[src/rtl/event_conditioner.sv]
// Button/select conditioner: synchronizes and debounces two raw inputs, then
// turns the debounced button into one-cycle count pulses with optional auto-repeat.

module event_conditioner_debounce #(
  parameter int DEBOUNCE_CYCLES = 4
) (
  input  logic Clk,
  input  logic Reset,
  input  logic raw,
  output logic deb
);

  localparam logic [7:0] CNT_LAST = 8'(DEBOUNCE_CYCLES - 1);

  logic       s1;
  logic       s2;
  logic [7:0] cnt;

  // The level is accepted only after DEBOUNCE_CYCLES consecutive mismatching
  // samples; any agreeing sample restarts the count, for press and release alike.
  // NOTE: all state here is flops with a reset value; sequential logic uses
  // non-blocking assignments so every flop samples pre-edge values.
  always_ff @(posedge Clk or negedge Reset) begin
    if (!Reset) begin
      s1  <= 1'b0;
      s2  <= 1'b0;
      deb <= 1'b0;
      cnt <= '0;
    end else begin
      s1 <= raw;
      s2 <= s1;
      if (s2 == deb) begin
        cnt <= '0;
      end else if (cnt == CNT_LAST) begin
        deb <= s2;
        cnt <= '0;
      end else begin
        cnt <= cnt + 8'd1;
      end
    end
  end

endmodule

module event_conditioner #(
  parameter int DEBOUNCE_CYCLES = 4,
  parameter int REPEAT_DELAY    = 16,
  parameter int REPEAT_PERIOD   = 8,
  parameter int AUTO_REPEAT     = 1
) (
  input  logic Clk,
  input  logic Reset,
  input  logic BtnRaw,
  input  logic SelRaw,
  output logic En,
  output logic Slt,
  output logic Held
);

  localparam logic [15:0] DELAY_LAST  = 16'(REPEAT_DELAY - 1);
  localparam logic [15:0] PERIOD_LAST = 16'(REPEAT_PERIOD - 1);

  typedef enum logic [1:0] {
    IDLE,
    HOLD,
    REPEAT
  } state_t;

  logic        deb_btn;
  logic        deb_sel;
  state_t      state;
  state_t      state_nxt;
  logic [15:0] timer;
  logic [15:0] timer_nxt;
  logic        en_nxt;

  event_conditioner_debounce #(
    .DEBOUNCE_CYCLES(DEBOUNCE_CYCLES)
  ) u_deb_btn (
    .Clk  (Clk),
    .Reset(Reset),
    .raw  (BtnRaw),
    .deb  (deb_btn)
  );

  event_conditioner_debounce #(
    .DEBOUNCE_CYCLES(DEBOUNCE_CYCLES)
  ) u_deb_sel (
    .Clk  (Clk),
    .Reset(Reset),
    .raw  (SelRaw),
    .deb  (deb_sel)
  );

  // NOTE: every output of this block gets a default first, so no path can
  // leave a value unassigned and infer a latch.
  always_comb begin
    state_nxt = state;
    timer_nxt = timer;
    en_nxt    = 1'b0;
    unique case (state)
      IDLE: begin
        if (deb_btn) begin
          state_nxt = HOLD;
          timer_nxt = '0;
          en_nxt    = 1'b1;
        end
      end
      HOLD: begin
        if (!deb_btn) begin
          state_nxt = IDLE;
          timer_nxt = '0;
        end else if (timer == DELAY_LAST) begin
          // Without auto-repeat the timer parks here until release.
          if (AUTO_REPEAT != 0) begin
            state_nxt = REPEAT;
            timer_nxt = '0;
            en_nxt    = 1'b1;
          end
        end else begin
          timer_nxt = timer + 16'd1;
        end
      end
      REPEAT: begin
        if (!deb_btn) begin
          state_nxt = IDLE;
          timer_nxt = '0;
        end else if (timer == PERIOD_LAST) begin
          timer_nxt = '0;
          en_nxt    = 1'b1;
        end else begin
          timer_nxt = timer + 16'd1;
        end
      end
      default: begin
        state_nxt = IDLE;
        timer_nxt = '0;
      end
    endcase
  end

  // Slt captures the pre-edge debounced select, so a select change landing on
  // a pulse edge only shows up on the following pulse.
  always_ff @(posedge Clk or negedge Reset) begin
    if (!Reset) begin
      state <= IDLE;
      timer <= '0;
      En    <= 1'b0;
      Slt   <= 1'b0;
      Held  <= 1'b0;
    end else begin
      state <= state_nxt;
      timer <= timer_nxt;
      En    <= en_nxt;
      Held  <= (state_nxt == REPEAT);
      if (en_nxt) begin
        Slt <= deb_sel;
      end
    end
  end

endmodule

[config.mk]
export PLATFORM = sky130hd
export DESIGN_NAME = event_conditioner
export DESIGN_NICKNAME = d
export VERILOG_FILES = /design/src/rtl/event_conditioner.sv
export SDC_FILE = /design/constraint.sdc
export NUM_CORES = 1
export LEC_CHECK = 0
export ABC_AREA = 1
export CORE_ASPECT_RATIO = 0.75
export CORE_MARGIN = 2
export CORE_UTILIZATION = 42
export CTS_CLUSTER_SIZE = 14
export DETAILED_ROUTE_END_ITERATION = 12
export GPL_TIMING_DRIVEN = 0
export SYNTH_ARGS = -nofsm -noshare
export SYNTH_HDL_FRONTEND = slang
export SYNTH_SLANG_ARGS = --single-unit
[constraint.sdc]
create_clock -name Clk -period 4.4 [get_ports Clk]
set_input_delay 0.66 -clock Clk [delete_from_list [all_inputs] [get_ports Clk]]
set_output_delay 0.66 -clock Clk [all_outputs]
set_load 0.02 [all_outputs]
==> run metrics, run 1 <==
Crit Path Class=flip-flop to output pin; Yosys top cell area share=0.4870; # hold bufs at CTS=0; FMAX=524.2 MHz; Final nets=290; WL per Instance=11.64 um; Post-Synth Simple-Gate Area=0.2633; VDD IR max=0.2794 mV; Initial Util=0.4435; min cycle time layout=1.908 ns; CP Data Required Time=3.74 ns; Worst-Margin Slew=0.3535 ns; synthesized area=0.002210 mm^2; r2r endpoint=timer[3]$_DFFE_PN0P_; top cells by area, synth=dfrtp_1 (49%), nand2_1 (8.5%), nor2_1 (7.8%); Critical Path Max Stage Delay=0.61 ns; Die ar.=0.005863 mm^2; Post-CTS Setup Repair Bufs=0; final hold violations=0; CTS buffer count=5; drt initial violations=80; Worst slew margin=0.7619; non-filler cells, final=351; I/O pins=7; total grt overflow=0; placed cell count=344; placed inst area=0.002375 mm^2; ANT cells=0; chip height=66.82 um; dpl ws=2.727 ns; clk sinks=43; Max Cap Viol=0; xor/xnor share of the synthesized area=0.06738; H-tree depth=2; setup TNS=0 ns; Largest delay share family, worst path=buffers and inverters; Hold/Removal Path Class=primary input to async pin; r2r worst-path depth=8; first-pass GRT wire length=7.238 mm; global placer's final weighted congestion=0.7961; GRT Util Overall=0.1643; Synth Area per Inst=8.338 um^2; post-synth cell types=28; setup ws final=2.492 ns; internal reg-to-reg setup slack=2.71 ns; drt first pass iters=4; RSZ-0062 raised after global routing=false; initial antenna violation count=0; clock-pin slew on the worst setup and hold paths=0.08 ns; Setup crit start kind=flip-flop; Synth Area in Compound Gates=0.06399; post-cts resize count=0; slowest CP cell=clkdlybuf4s50_1; Ys Warns=0; area grow syn2layout=12.12%; Crit path buffers/inverters=1; Core Box Area=0.004982 mm^2; Vias=1,637; Routed Antenna Nets=0; CP Capture Point=Slt; Crit Path Max Fanout=2; max-slew violation count=0; leading area contributor after synthesis=dfrtp_1; largest net degree at the start of global routing=35; proportion of layout cells with a drive suffix above 1=0.08602; sequential-to-total area share from yosys stat=0.4870; Syn Nets=276; worst reg2reg startpoint=state[1]$_DFF_PN0_; mux cell area share after synthesis=0.01019; CTS tree=built; Synth Area in Adders=0.03964; crit path capture type=output pin; final period utilization=0.4336; status=completed; cell area after layout=0.002477 mm^2; crit-path cells=clkdlybuf4s50_1; Finish-stage setup viols=0; Final Skew=0.002971 ns; DRT Wirelength=4.085 mm; Synth Instances=265; total power=1.086 mW; CTS max path bufs=2; vias in the first global route=1,591; I/O Buffers=6; Setup crit start=Slt$_DFFE_PN0P_; Power Dens Cells=438.2 mW/mm^2; Synth Register Bits=43; Arr. time, crit path=1.25 ns; FILL cells=485; DP HPWL=3.020 mm; clk_lat worst skew=0.29 ns; Leak=1.130 nW; vias per cell=4.664; die width=87.76 um; largest family of logic cells by synthesized area=simple AND/OR/NAND/NOR gates; residual DRC count=0; Row Count=22; root buf cell=clkbuf_8; critical path depth=1
## through the flow
stage | util | hold WS (ns)
final | 0.4972 | 0.2259
after global placement | 0.4736 | 0.3341
after global routing | 0.4972 | 0.2196
after detailed placement | 0.4766 | 0.3347
after CTS | 0.4972 | 0.2249
after floorplan | - | 0.3312
## worst reg2reg max path: stages (launching register included)
cell and delay [ns]:
dfrtp_1 0.41, inv_1 0.13, ha_1 0.18, inv_1 0.05, nor2_1 0.11, clkinv_1 0.29
nand2_1 0.16, xor2_1 0.17, nor2_1 0.06
## logic make-up (layout without fill, tap and decap cells)
family,Yosys count,count (layout)
AOI/OAI and AO/OA,25,25
xor gates and xnor gates,17,17
buffers and inverters,38,52
and+or+nand+nor,133,133
DFF,43,43
muxes,2,2
adders and majority gates,7,7
## cells in the final DEF, fill, tap and decap left out
master / Yosys / routed
buf_6: 1 / 1
bufinv_16: 0 / 1
inv_2: 1 / 1
nor3_2: 1 / 1
nor3_1: 7 / 7
nor2_1: 46 / 46
o22ai_1: 6 / 6
o21ai_0: 6 / 6
o21ai_1: 3 / 3
ha_1: 7 / 7
clkinv_1: 1 / 1
o21bai_1: 1 / 1
buf_2: 1 / 2
buf_12: 0 / 1
clkdlybuf4s50_1: 0 / 5
a21oi_1: 7 / 7
mux2_2: 2 / 2
nor2_2: 3 / 3
nand2_2: 3 / 3
o31ai_1: 1 / 1
inv_1: 34 / 34
nand3_1: 15 / 15
xnor2_1: 5 / 5
nand3_2: 1 / 1
nand2_1: 50 / 50
clkbuf_8: 0 / 5
nand4_1: 5 / 5
o21ai_2: 1 / 1
clkbuf_1: 0 / 1
nor2_4: 1 / 1
nand2_4: 1 / 1
xor2_1: 12 / 12
dfrtp_1: 43 / 43
## worst min-delay path by stage
stage / end / slack, ns / from
final: timer[12]$_DFFE_PN0P_ / 0.23 / Reset
after floorplan: u_deb_btn.s2$_DFF_PN0_ / 0.33 / u_deb_btn.s1$_DFF_PN0_
after global routing: timer[12]$_DFFE_PN0P_ / 0.22 / Reset
after detailed placement: u_deb_btn.s2$_DFF_PN0_ / 0.33 / u_deb_btn.s1$_DFF_PN0_
after global placement: u_deb_btn.s2$_DFF_PN0_ / 0.33 / u_deb_btn.s1$_DFF_PN0_
after CTS: timer[12]$_DFFE_PN0P_ / 0.22 / Reset
## final cells by class
cell class / instances / area [um^2] / share of cell area
clock inverter: 1 / 30.03 / 0.01212
clock buffer: 6 / 72.57 / 0.02929
buffer: 2 / 16.27 / 0.006566
timing repair buffer: 7 / 75.07 / 0.03030
inverter: 36 / 135.1 / 0.05455
sequential: 43 / 1076 / 0.4343
tap: 72 / 90.09 / 0.03636
multi-input combinational: 184 / 982.2 / 0.3965
## flip-flops by register name (all words and copies together) (netlist names), 2 cells and up
signal and flops:
state 2, timer 16, u_deb_btn.cnt 8, u_deb_sel.cnt 8
## report_power, final
group,switching [mW],internal (mW),total (mW)
clock,0.127,0.166,0.294
combinational,0.191,0.109,0.300
sequential,0.0471,0.445,0.492
## cell usage after synthesis
cell type   n
o21ai_0     6
nor2_1     46
nand3_2     1
nand2_4     1
inv_2       1
a21oi_1     7
dfrtp_1    43
xor2_1     12
nand2_2     3
o31ai_1     1
ha_1        7
o22ai_1     6
nor3_2      1
nor2_2      3
buf_2       1
nand4_1     5
nor3_1      7
nor2_4      1
o21bai_1    1
o21ai_1     3
nand2_1    50
inv_1      34
buf_6       1
clkinv_1    1
nand3_1    15
mux2_2      2
o21ai_2     1
xnor2_1     5
## routing by layer
| metal | GRT usage | routed length, um | vias up |
|---|---|---|---|
| met5 | 0 | 0 | - |
| met4 | 0.05769 | 47 | 0 |
| met3 | 0.04461 | 183 | 6 |
| met2 | 0.2282 | 1620 | 25 |
| met1 | 0.2430 | 2235 | 743 |
| li1 | - | - | 863 |
No activity file was read; power rests on OpenSTA's default activity.
==> run 2: changes to the inputs <==
clock period = 1.7 ns   (was 4.4 ns; I/O delays follow)
==> run metrics, run 2 (synthesized netlist as in run 1, its figures left out) <==
vias per cell=4.710 (was 4.664); Vias=1,658 (was 1,637); vias in the first global route=1,591 (unchanged); root buf cell=clkbuf_8 (unchanged); Regs by FF count=timer (16), u_deb_btn.cnt (8), u_deb_sel.cnt (8) (unchanged); Row Count=22 (unchanged); first-pass GRT wire length=7.238 mm (unchanged); I/O Buffers=6 (unchanged); largest net degree at the start of global routing=35 (unchanged); slowest CP cell=dfrtp_1 (was clkdlybuf4s50_1); Final Skew=0.005396 ns (was 0.002971 ns); Crit Path Max Fanout=9 (was 2); FILL cells=483 (was 485); Setup crit start kind=flip-flop (unchanged); ANT cells=0 (unchanged); final period utilization=0.9119; crit path capture type=flip-flop (was output pin); max reg flops=16 (unchanged); Arr. time, crit path=1.73 ns (was 1.25 ns); I/O pins=7 (unchanged); Worst slew margin=0.7619 (about the same); DRT Wirelength=4.188 mm (was 4.085 mm); setup ws final=0.1498 ns (was 2.492 ns); CTS max path bufs=2 (unchanged); Hold/Removal Path Class=primary input to async pin (unchanged); Power Dens Cells=1148 mW/mm^2 (was 438.2 mW/mm^2); drt first pass iters=4 (unchanged); Leak=1.142 nW (was 1.130 nW); FMAX=645.1 MHz; Initial Util=0.4435 (unchanged); H-tree depth=2 (unchanged); cell area after layout=0.002514 mm^2 (was 0.002477 mm^2); max-slew violation count=0 (unchanged); status=completed (unchanged); most frequent cells in the layout=nand2_1 (50), nor2_1 (46), dfrtp_1 (43) (unchanged); placed inst area=0.002375 mm^2 (unchanged); drt initial violations=64 (was 80); Core Box Area=0.004982 mm^2 (unchanged); crit-path cells=inv_1 -> ha_1 -> inv_1 -> nor2_1 -> bufinv_8 -> nand2_1 -> xor2_1 -> nor2_1 (was clkdlybuf4s50_1); clock-pin slew on the worst setup and hold paths=0.08 ns (about the same); dpl ws=0.02696 ns (was 2.727 ns); area grow syn2layout=13.76% (was 12.12%); commonest non-fill, non-tap cell in the layout=nand2_1 (unchanged); CTS buffer count=5 (unchanged); Multi-input gate area=992.2 um^2 (was 982.2 um^2); Max Cap Viol=0 (unchanged); total power=2.886 mW (was 1.086 mW); Worst-Margin Slew=0.3534 ns (was 0.3535 ns); residual DRC count=0 (unchanged); clk sinks=43 (unchanged); WL per Instance=11.90 um (was 11.64 um); final hold violations=0 (unchanged); chip height=66.82 um (unchanged); Final nets=291 (was 290); CP Data Required Time=1.88 ns (was 3.74 ns); Post-CTS Setup Repair Bufs=0 (unchanged); Crit Path Class=flip-flop to flip-flop (was flip-flop to output pin); DP HPWL=3.020 mm (unchanged); CTS tree=built (unchanged); Worst Hold Margin=0.3519 ns (was 0.2259 ns); GRT Util Overall=0.1643 (unchanged); proportion of layout cells with a drive suffix above 1=0.09286 (was 0.08602); Critical Path Max Stage Delay=0.41 ns (was 0.61 ns); global placer's final weighted congestion=0.7961 (unchanged); final core utilization=0.5045 (was 0.4972); Seq. cell area=0.001076 mm^2 (unchanged); min cycle time layout=1.550 ns; clk_lat worst skew=0.29 ns (about the same); Routed Antenna Nets=0 (unchanged); Finish-stage setup viols=0 (unchanged); Die ar.=0.005863 mm^2 (unchanged); total grt overflow=0 (unchanged); initial antenna violation count=0 (unchanged); VDD IR max=0.7335 mV (was 0.2794 mV); largest register by flop count=timer (unchanged); die width=87.76 um (unchanged)
[run 2: changes by cell type in the layout (fill, tap and decap cells not counted), sizes merged]
cell and change:
buf -1, bufinv +1, clkbuf +1, clkinv -1, dlygate4sd3 +1
[run 2: power breakdown]
part	leakage (nW)	internal, mW	switching (mW)	total (mW)
clock network	0.0513	0.431	0.338	0.768
registers	0.578	1.15	0.123	1.28
logic	0.513	0.338	0.506	0.843
total	1.14	1.92	0.966	2.89
[run 2: per-stage QoR]
| stage | setup TNS (ns) | cells |
|---|---|---|
| floorplan | 0 | 265 |
| global placement | -35.06 | 343 |
| detailed placement | 0 | 344 |
| CTS | 0 | 352 |
| global route | -0.004327 | 352 |
| finish | 0 | 352 |
[run 2: final timing paths]
check / startpoint / end / slack [ns] / cells after the start
max in group asynchronous: Reset / timer[1]$_DFFE_PN0P_ / 0.89 / 3
hold reg to reg: u_deb_btn.s1$_DFF_PN0_ / u_deb_btn.s2$_DFF_PN0_ / 0.35 / 0
setup reg to reg: state[1]$_DFF_PN0_ / timer[3]$_DFFE_PN0P_ / 0.15 / 8
min in group Clk: u_deb_btn.s1$_DFF_PN0_ / u_deb_btn.s2$_DFF_PN0_ / 0.35 / 0
setup / recovery: state[1]$_DFF_PN0_ / timer[3]$_DFFE_PN0P_ / 0.15 / 8
hold / removal: Reset / timer[12]$_DFFE_PN0P_ / 0.35 / 2
[run 2: area by class of cell]
cell class | instances | area share
plain buffers | 2 | 0.007466
clock inverters | 1 | 0.01195
multi-input cells | 184 | 0.3947
clock buffers | 6 | 0.02887
inverters | 36 | 0.05923
well taps | 72 | 0.03584
repair buffers | 8 | 0.03385
flip-flops and latches | 43 | 0.4281
[run 2: what timing repair did]
| action | CTS | global route |
|---|---|---|
| resized for setup | 1 | 4 |
| hold buffers | 1 | 0 |
| hold endpoints to repair | 9 | 0 |
| setup endpoints to repair | 2 | 13 |
[run 2: per-layer routing]
| metal | global-route usage | part of all wire | vias to the layer above |
|---|---|---|---|
| met5 | 0 | 0 | - |
| met4 | 0.05769 | 0.011 | 0 |
| met3 | 0.04461 | 0.032 | 6 |
| met2 | 0.2282 | 0.40 | 20 |
| met1 | 0.2430 | 0.56 | 765 |
| li1 | - | - | 867 |
[run 2: worst max-delay path, delay by kind of cell (launching register included)]
family                     cells  cell delay [ns]
DFF                            1             0.41
xor gates and xnor gates       1             0.18
buffers and inverters          3             0.41
and+or+nand+nor                3             0.27
adders and majority gates      1             0.18
==> run 3: changes to the inputs <==
PLACE_DENSITY = 0.67   (was default)
REMOVE_ABC_BUFFERS = 1   (was default)
==> run metrics, run 3 (synthesized netlist as in run 1, its figures left out) <==
DP HPWL=2.864 mm (was 3.020 mm); ANT cells=0 (unchanged); VDD IR max=0.5929 mV (was 0.7335 mV); placed cell count=342 (was 344); clk sinks=43 (unchanged); cell area after layout=0.002521 mm^2 (was 0.002514 mm^2); Worst slew margin=0.6999 (was 0.7619); crit path capture type=flip-flop (unchanged); largest net degree at the start of global routing=29 (was 35); drt first pass iters=4 (unchanged); Final nets=290 (was 291); Multi-input gate area=0.001026 mm^2 (was 992.2 um^2); final hold violations=0 (unchanged); Hold/Removal Path Class=flip-flop to flip-flop (was primary input to async pin); placed inst area=0.002359 mm^2 (was 0.002375 mm^2); Worst-Margin Slew=0.4454 ns (was 0.3534 ns); area grow syn2layout=14.10% (was 13.76%); FMAX=645.7 MHz (was 645.1 MHz); Core Box Area=0.004982 mm^2 (unchanged); Initial Util=0.4435 (unchanged); I/O pins=7 (unchanged); Power Dens Cells=1118 mW/mm^2 (was 1148 mW/mm^2); final core utilization=0.5060 (was 0.5045); Crit Path Max Fanout=12 (was 9); I/O Buffers=6 (unchanged); Max Cap Viol=0 (unchanged); DRT Wirelength=4.090 mm (was 4.188 mm); global placer's final weighted congestion=0.8642 (was 0.7961); Finish-stage setup viols=0 (unchanged); Final Skew=0.006651 ns (was 0.005396 ns); Arr. time, crit path=1.74 ns (was 1.73 ns); GRT Util Overall=0.1593 (was 0.1643); commonest non-fill, non-tap cell in the layout=nand2_1 (unchanged); clock-pin slew on the worst setup and hold paths=0.09 ns (was 0.08 ns); root buf cell=clkbuf_8 (unchanged); largest register by flop count=timer (unchanged); Row Count=22 (unchanged); proportion of layout cells with a drive suffix above 1=0.1107 (was 0.09286); max reg flops=16 (unchanged); clk_lat worst skew=0.30 ns (was 0.29 ns); Leak=1.112 nW (was 1.142 nW); setup ws final=0.1513 ns (was 0.1498 ns); FILL cells=463 (was 483); min cycle time layout=1.549 ns (was 1.550 ns); vias in the first global route=1,633 (was 1,591); vias per cell=4.847 (was 4.710); slowest CP cell=dfrtp_1 (unchanged); H-tree depth=2 (unchanged); cell repeated most along the worst path=nand2_2; Critical Path Max Stage Delay=0.41 ns (about the same); CTS max path bufs=2 (unchanged); Crit path buffers/inverters=1 (was 3); Setup crit start kind=flip-flop (unchanged); Largest delay share family, worst path=simple AND/OR/NAND/NOR gates (was buffers and inverters); status=completed (unchanged); die width=87.76 um (unchanged); CTS tree=built (unchanged); Die ar.=0.005863 mm^2 (unchanged); final period utilization=0.9110 (was 0.9119); first-pass GRT wire length=7.279 mm (was 7.238 mm); Routed Antenna Nets=0 (unchanged); CP Data Required Time=1.89 ns (was 1.88 ns); Crit Path Class=flip-flop to flip-flop (unchanged); dpl ws=-0.9054 ns (was 0.02696 ns); most frequent cells in the layout=nand2_1 (50), nor2_1 (44), dfrtp_1 (41) (was nand2_1 (50), nor2_1 (46), dfrtp_1 (43)); non-filler cells, final=352 (unchanged); WL per Instance=11.62 um (was 11.90 um); setup TNS=0 ns (unchanged); drt initial violations=148 (was 64); residual DRC count=0 (unchanged); Seq. cell area=0.001079 mm^2 (was 0.001076 mm^2); total grt overflow=0 (unchanged); Regs by FF count=timer (16), u_deb_btn.cnt (8), u_deb_sel.cnt (8) (unchanged); CTS buffer count=5 (unchanged); max-slew violation count=0 (unchanged); crit-path cells=ha_4 -> nand3_4 -> nor2_4 -> nand2_2 -> nand2_2 -> nand2_2 -> nand2_8 -> inv_2 -> nor2_4 -> nor2_1 (was inv_1 -> ha_1 -> inv_1 -> nor2_1 -> bufinv_8 -> nand2_1 -> xor2_1 -> nor2_1); Vias=1,706 (was 1,658); chip height=66.82 um (unchanged); initial antenna violation count=0 (unchanged)
==> run 3: changes by cell type in the layout (fill, tap and decap cells not counted), moves of 2 or more <==
cell and change:
nor2_1 -2, dfrtp_2 +2, clkinvlp_4 +2, dfrtp_1 -2
nor2_4 +2
==> run 3: stage by stage <==
| stage | total power, mW | hold slack [ns] |
|---|---|---|
| 5_1_grt | 2.997 | 0.3688 |
| 2_1_floorplan | 1.813 | -0.04059 |
| 4_1_cts | 2.788 | 0.3611 |
| 3_5_place_dp | 2.056 | 0.2102 |
| 3_3_place_gp | 2.032 | 0.3375 |
| 6_report | 2.818 | 0.3582 |
==> run 3: timing repair <==
item / 4_1_cts / 5_1_grt
gates cloned: 0 / 0
hold endpoints to repair: 15 / 0
setup endpoints to repair: 18 / 5
hold buffers: 1 / 0
pin swaps: 1 / 0
buffers inserted: 1 / 0
gates resized for setup: 3 / 10
==> run 3: layout make-up <==
cell class              count  share of cell area
repair buffers              9             0.03821
flip-flops and latches     43              0.4278
well taps                  72             0.03573
multi-input cells         184              0.4069
inverters                  36             0.05459
clock buffers               5             0.02730
clock inverters             3            0.009429
==> run 3: final timing paths <==
kind / cells past startpoint / start / end / slack, ns
hold / removal: 0 / u_deb_btn.s1$_DFF_PN0_ / u_deb_btn.s2$_DFF_PN0_ / 0.36
hold reg to reg: 0 / u_deb_btn.s1$_DFF_PN0_ / u_deb_btn.s2$_DFF_PN0_ / 0.36
max in group asynchronous: 3 / Reset / timer[9]$_DFFE_PN0P_ / 0.82
setup reg to reg: 10 / timer[1]$_DFFE_PN0P_ / timer[2]$_DFFE_PN0P_ / 0.15
min in group asynchronous: 2 / Reset / timer[10]$_DFFE_PN0P_ / 0.40
setup / recovery: 10 / timer[1]$_DFFE_PN0P_ / timer[2]$_DFFE_PN0P_ / 0.15
==> run 3: where the power goes <==
| group | switching, mW | leakage, nW | total [mW] | internal [mW] |
|---|---|---|---|---|
| registers | 0.139 | 0.574 | 1.29 | 1.15 |
| logic | 0.535 | 0.496 | 0.846 | 0.311 |
| clock network | 0.387 | 0.0408 | 0.681 | 0.294 |
==> run 3: worst register-to-register path, delay by kind of cell, from the launching register on <==
kind                     cells  cell delay [ns]
adder cells (fa/ha/maj)      1             0.18
buffers and inverters        1             0.07
flip-flops                   1             0.41
AND/OR/NAND/NOR              8             0.79
==> run 3: routing by layer <==
metal / vias to the layer above / global-route usage / part of all wire
met5: - / 0 / 0
met4: 0 / 0.05192 / 0.011
met1: 795 / 0.2324 / 0.51
met2: 35 / 0.2377 / 0.45
li1: 871 / - / -
met3: 5 / 0.02974 / 0.031
